`src/rtl/frame_bank_switcher_pkg.sv`:
```
// Shared types and constants for the frame bank switcher.
// Bank roles, index width and swap counter width live here.
package frame_bank_switcher_pkg;

  typedef enum logic [1:0] {
    ROLE_WRITE = 2'd0,
    ROLE_READ  = 2'd1,
    ROLE_SPARE = 2'd2
  } bank_role_t;

  localparam int BANK_IDX_W = 2;
  localparam int SWAP_CNT_W = 16;

endpackage

```
`src/rtl/fbs_bank_port.sv`:
```
// Falling-edge pin register for one external SRAM bank.
// The role decides whether the bank follows the writer, the reader or parks.
module fbs_bank_port
  import frame_bank_switcher_pkg::*;
#(
  parameter int ADDR_W = 19,
  parameter int DATA_W = 8
) (
  input  logic              clk,
  input  logic              rst,
  input  logic [1:0]        role,
  input  logic [ADDR_W-1:0] wr_addr,
  input  logic [DATA_W-1:0] wr_wdata,
  input  logic              wr_we_n,
  input  logic [ADDR_W-1:0] rd_addr,
  output logic [ADDR_W-1:0] bank_addr,
  output logic [DATA_W-1:0] bank_wdata,
  output logic              bank_we_n,
  output logic              bank_oe_n
);

  // A spare bank keeps its last address so its pins stay quiet between frames.
  always_ff @(negedge clk or posedge rst) begin
    if (rst) begin
      bank_addr  <= '0;
      bank_wdata <= '0;
      bank_we_n  <= 1'b1;
      bank_oe_n  <= 1'b1;
    end else begin
      bank_wdata <= wr_wdata;
      case (bank_role_t'(role))
        ROLE_WRITE: begin
          bank_addr <= wr_addr;
          bank_we_n <= wr_we_n;
          bank_oe_n <= 1'b1;
        end
        ROLE_READ: begin
          bank_addr <= rd_addr;
          bank_we_n <= 1'b1;
          bank_oe_n <= 1'b0;
        end
        default: begin
          bank_we_n <= 1'b1;
          bank_oe_n <= 1'b1;
        end
      endcase
    end
  end

endmodule

```
`src/rtl/frame_bank_switcher.sv`:
```
// N-bank (2 or 3) frame buffer switcher between the gumstix writer and LED reader.
// Define FRAME_BANK_SWITCHER_SWAP_COUNT_EN to add the swap_count port and counter.
module frame_bank_switcher
  import frame_bank_switcher_pkg::*;
#(
  parameter int NUM_BANKS = 2,
  parameter int ADDR_W    = 19,
  parameter int DATA_W    = 8
) (
  input  logic                        clk,
  input  logic                        rst,
  input  logic [ADDR_W-1:0]           wr_addr,
  input  logic [DATA_W-1:0]           wr_wdata,
  input  logic                        wr_we_n,
  input  logic                        wr_frame_done,
  output logic                        wr_ready,
  input  logic [ADDR_W-1:0]           rd_addr,
  output logic [DATA_W-1:0]           rd_data,
  input  logic                        rd_frame_start,
  output logic [1:0]                  rd_bank,
  output logic [NUM_BANKS*ADDR_W-1:0] bank_addr,
  output logic [NUM_BANKS*DATA_W-1:0] bank_wdata,
  input  logic [NUM_BANKS*DATA_W-1:0] bank_rdata,
  output logic [NUM_BANKS-1:0]        bank_we_n,
  output logic [NUM_BANKS-1:0]        bank_oe_n
`ifdef FRAME_BANK_SWITCHER_SWAP_COUNT_EN
  ,
  output logic [SWAP_CNT_W-1:0]       swap_count
`endif
);

  logic [BANK_IDX_W-1:0] wr_idx, rd_idx, sp_idx;
  logic [BANK_IDX_W-1:0] wr_idx_n, rd_idx_n, sp_idx_n;
  logic [BANK_IDX_W-1:0] rd_sel_q;
  logic                  rdy, rdy_n, wr_ready_n;
  logic                  frame_done_ok;
  logic                  wr_we_gated;
  logic [DATA_W-1:0]     rd_mux;

  always_ff @(posedge clk or posedge rst) begin
    if (rst) begin
      wr_idx   <= BANK_IDX_W'(0);
      rd_idx   <= BANK_IDX_W'(1);
      sp_idx   <= BANK_IDX_W'(2);
      rdy      <= 1'b0;
      wr_ready <= 1'b1;
    end else begin
      wr_idx   <= wr_idx_n;
      rd_idx   <= rd_idx_n;
      sp_idx   <= sp_idx_n;
      rdy      <= rdy_n;
      wr_ready <= wr_ready_n;
    end
  end

  // Roles only rotate at frame boundaries; the reader never sees a half-written bank.
  always_comb begin
    wr_idx_n      = wr_idx;
    rd_idx_n      = rd_idx;
    sp_idx_n      = sp_idx;
    rdy_n         = rdy;
    wr_ready_n    = wr_ready;
    frame_done_ok = wr_frame_done & wr_ready;
    if (NUM_BANKS == 2) begin
      if (rd_frame_start && (rdy || frame_done_ok)) begin
        wr_idx_n   = rd_idx;
        rd_idx_n   = wr_idx;
        rdy_n      = 1'b0;
        wr_ready_n = 1'b1;
      end else if (frame_done_ok) begin
        rdy_n      = 1'b1;
        wr_ready_n = 1'b0;
      end
    end else begin
      wr_ready_n = 1'b1;
      if (wr_frame_done && rd_frame_start) begin
        rd_idx_n = wr_idx;
        wr_idx_n = rd_idx;
        rdy_n    = 1'b0;
      end else if (wr_frame_done) begin
        // Newest frame wins: an unread frame in the spare is overwritten.
        wr_idx_n = sp_idx;
        sp_idx_n = wr_idx;
        rdy_n    = 1'b1;
      end else if (rd_frame_start && rdy) begin
        rd_idx_n = sp_idx;
        sp_idx_n = rd_idx;
        rdy_n    = 1'b0;
      end
    end
  end

  assign rd_bank     = rd_idx;
  assign wr_we_gated = wr_we_n | ~wr_ready;

  for (genvar i = 0; i < NUM_BANKS; i++) begin : g_bank
    bank_role_t role;

    always_comb begin
      if (rd_idx == BANK_IDX_W'(i))      role = ROLE_READ;
      else if (sp_idx == BANK_IDX_W'(i)) role = ROLE_SPARE;
      else                               role = ROLE_WRITE;
    end

    fbs_bank_port #(
      .ADDR_W(ADDR_W),
      .DATA_W(DATA_W)
    ) u_port (
      .clk       (clk),
      .rst       (rst),
      .role      (role),
      .wr_addr   (wr_addr),
      .wr_wdata  (wr_wdata),
      .wr_we_n   (wr_we_gated),
      .rd_addr   (rd_addr),
      .bank_addr (bank_addr[i*ADDR_W +: ADDR_W]),
      .bank_wdata(bank_wdata[i*DATA_W +: DATA_W]),
      .bank_we_n (bank_we_n[i]),
      .bank_oe_n (bank_oe_n[i])
    );
  end

  // The read index travels with the address so a swap cannot redirect returning data.
  always_ff @(negedge clk or posedge rst) begin
    if (rst) rd_sel_q <= BANK_IDX_W'(1);
    else     rd_sel_q <= rd_idx;
  end

  always_comb begin
    rd_mux = '0;
    for (int i = 0; i < NUM_BANKS; i++) begin
      if (rd_sel_q == BANK_IDX_W'(i)) rd_mux = bank_rdata[i*DATA_W +: DATA_W];
    end
  end

  always_ff @(posedge clk or posedge rst) begin
    if (rst) rd_data <= '0;
    else     rd_data <= rd_mux;
  end

`ifdef FRAME_BANK_SWITCHER_SWAP_COUNT_EN
  // Every change of the reader index is exactly one reader swap.
  always_ff @(posedge clk or posedge rst) begin
    if (rst)                     swap_count <= '0;
    else if (rd_idx_n != rd_idx) swap_count <= swap_count + SWAP_CNT_W'(1);
  end
`endif

endmodule

```
`config.mk`:
```
export PLATFORM = sky130hd
export DESIGN_NAME = frame_bank_switcher
export DESIGN_NICKNAME = d
export VERILOG_FILES = /design/src/rtl/frame_bank_switcher_pkg.sv /design/src/rtl/fbs_bank_port.sv /design/src/rtl/frame_bank_switcher.sv
export SDC_FILE = /design/constraint.sdc
export NUM_CORES = 1
export LEC_CHECK = 0
export BUFFER_PORTS_ARGS = -buffer_cell sky130_fd_sc_hd__buf_2
export CAP_MARGIN = 20
export CORE_MARGIN = 2
export CORE_UTILIZATION = 41
export DETAILED_ROUTE_END_ITERATION = 7
export GPL_ROUTABILITY_DRIVEN = 0
export PLACE_DENSITY = 0.8
export SYNTH_ARGS = -nofsm -noshare
export SYNTH_HDL_FRONTEND = slang
export SYNTH_SLANG_ARGS = --single-unit
```
`constraint.sdc`:
```
create_clock -name clk -period 2.2 [get_ports clk]
set_clock_uncertainty 0.15 [all_clocks]
set_input_delay 0.33 -clock clk [delete_from_list [all_inputs] [get_ports clk]]
set_output_delay 0.33 -clock clk [all_outputs]
set_load 0.01 [all_outputs]
```
==> impl_metrics.yaml <==
outcome:
  status: "finished, violations left"
  violations: "negative setup slack"
pwr:
  p_leak_nw: 2.01
  vdd_drop_max_mv: 0.467
  power_w: 0.00254
  p_int_w: 0.00196
  power_density_mw_per_mm2: 677
  p_clk_share_pct: 39.8
  p_switching_w: 0.000573
  seq_power_share_pct: 50.4
  power.share.switching_pct: 22.6
  combPwrFrac_pct: 9.8
floorplan:
  start_util_pct: 42.1
  rows: 29
  fp.dieH_um: 84.2
  pin_count: 136
  core_area_mm2: 0.00628
  die_x_um: 84.2
  die-area_mm2: 0.00710
sta:
  worst_slew_pin_slew_ns: 0.379
  hold_violations: 0
  setup_tns_ns: -31.14
  slew_viol_final: 0
  max-slew-margin-rel_pct: 74.8
  rsz0062_at_grt: "true"
  setup_ws_ns: -0.513
  setup_viol: 106
clock_tree:
  clock_latency_ns: 0.37
  clkSinkCount: 66
  clk_pin_slew_ns: 0.07
  ctsHtreeMaxLevel: 3
  cts_made_buffers: 9
  max-clock-path-buffers: 2
  cts-root-buf: "clkbuf_8"
  tritoncts: "yes"
yosys:
  yosysWarningCount: 0
  ys_ff_latch: 66
  ys_top_cells_by_area: "dfrtn_1, mux2_4, dfrtp_1"
  synth_top_area_share_pct: 44.5
  synth_nets: 234
  synth_top_area_cell: "dfrtn_1"
  syn_area_mm2: 0.00264
  synth_cells: 167
  synth_seq_area_share_pct: 62.9
  synth_area_per_cell_um2: 15.8
  yosysUniqueCellTypes: 20
worst_setup_path:
  critPathCaptureType: "flop"
  crit_path_max_fanout: 5
  start_kind: "flop"
  worstPathRequired_ns: 1.11
  cp.arrival_ns: 1.63
  path_class: "reg2reg"
cells_and_area:
  postLayoutCoreUtil_pct: 59.7
  layout_common_cells: "buf_2, dfrtn_1, mux2_4, buf_6"
  antennaDiodeCount: 0
  drive_gt1_share_pct: 68.2
  final_nets: 383
  layout_commonest_cell: "buf_2"
  stdcell_area_mm2: 0.00375
  area_growth_pct: 42.0
  final.fill_count: 509
routing:
  wl_per_cell_um: 14.0
  ant_nets: 0
  drt_iter0_drc: 22
  wl_met1_mm: 2.20
  vias: 1826
  wl_met2_mm: 2.85
  routed_wl_mm: 5.58
  met3_length_um: 459
  first_pass_iters: 2
  top_layer: "met4"
  vias_per_cell: 4.59
  route.detailed.drc: 0
global_route:
  grt_start_max_net_pins: 37
  grtUsageTotal_pct: 16.6
  grt_pass1_wl_mm: 9.04
  grt_pass1_vias: 1942
  antenna_found_initial: 0
  grt_overflow: 0
place:
  portBuffers: 135
  post_dp_cell_area_mm2: 0.00334
  dp_hpwl_mm: 4.02
  pre_cts_ws_ns: -0.657
flow_run:
  cap_violations: 0
hold_path:
  min_path_type: "in2async"
==> layer usage <==
layer | vias to the layer above | track usage, %
met5 | - | 0
met4 | 0 | 6.60
met3 | 9 | 5.01
met2 | 83 | 28.6
met1 | 889 | 19.4
li1 | 845 | -
==> final timing paths <==
kind	from	endpoint	slack [ns]	cells past startpoint
max	rd_bank[0]	g_bank[1].u_port.bank_addr[2]	-0.51	4
min	rst	rd_data[1]	0.05	3
max reg2reg	rd_bank[0]	g_bank[1].u_port.bank_addr[2]	-0.51	4
min reg2reg	wr_idx[0]	rd_bank[0]	0.39	2
max in group asynchronous	rst	g_bank[1].u_port.bank_addr[5]	0.63	3
min in group clk	bank_rdata[1]	rd_data[1]	0.09	3
==> power groups by stage <==
stage	Sequential (W)	Clock, W	Combinational [W]
global placement	0.00130	0.0000169	0.000238
detailed placement	0.00130	0.0000169	0.000245
global route	0.00128	0.00114	0.000270
floorplan	0.00132	0.0000169	0.0000930
CTS	0.00128	0.00105	0.000249
finish	0.00128	0.00101	0.000249
==> Yosys cell counts <==
cell type and count:
a21oi_1 3, and2_1 1, dfrtn_1 47, buf_2 2, inv_1 9, dfrtp_1 12
nor2_1 9, mux2_4 38, buf_1 1, nor2b_1 1, o32ai_1 4, mux2i_1 8
dfstp_2 7, nor2b_4 1, and3_1 1, buf_6 4, o21ai_0 1, nor2_2 1
buf_4 12, nand2_1 5
==> flip-flops by register name (all words and copies together) (netlist names), 2 cells and up <==
register / cells
g_bank.u_port.bank_addr: 38
g_bank.u_port.bank_wdata: 8
rd_data: 8
g_bank.u_port.bank_oe_n: 2
g_bank.u_port.bank_we_n: 2
rd_bank: 2
rd_sel_q: 2
wr_idx: 2
==> critical path, stage by stage, from the launching register on <==
cell     delay [ns]
dfstp_2        0.54
buf_6          0.09
nor2b_4        0.19
buf_6          0.17
mux2_4         0.31
==> through the flow <==
stage	hold WS, ns	std cells
2_1_floorplan	0.231	167
3_3_place_gp	0.343	366
3_5_place_dp	0.356	366
4_1_cts	0.0508	400
5_1_grt	0.0697	398
6_report	0.0475	398
==> layout make-up <==
type	count	area (um^2)	area share, %
flip-flops and latches	66	1660	44.3
repair buffers	152	925	24.7
multi-input cells	74	818	21.8
clock buffers	11	141	3.77
well taps	77	96.3	2.57
clock inverters	10	71.3	1.90
inverters	8	36.3	0.968
==> cells by family after synthesis <==
| group | count (synthesis) | share of synthesized area, % |
|---|---|---|
| AO/OA/AOI/OAI | 8 | 2.08 |
| buffers and inverters | 28 | 6.92 |
| flip-flops | 66 | 62.9 |
| multiplexers | 46 | 24.6 |
| AND/OR/NAND/NOR | 19 | 3.46 |
==> timing repair <==
action	in CTS	in global routing
endpoints found under the hold margin	1	0
resized for setup	11	11
setup buffers	10	1
hold buffers	1	0
gates cloned	3	0
pin swaps	2	0
endpoints found under the setup margin	107	107
Note: power is estimated with default switching activity, not from simulation.
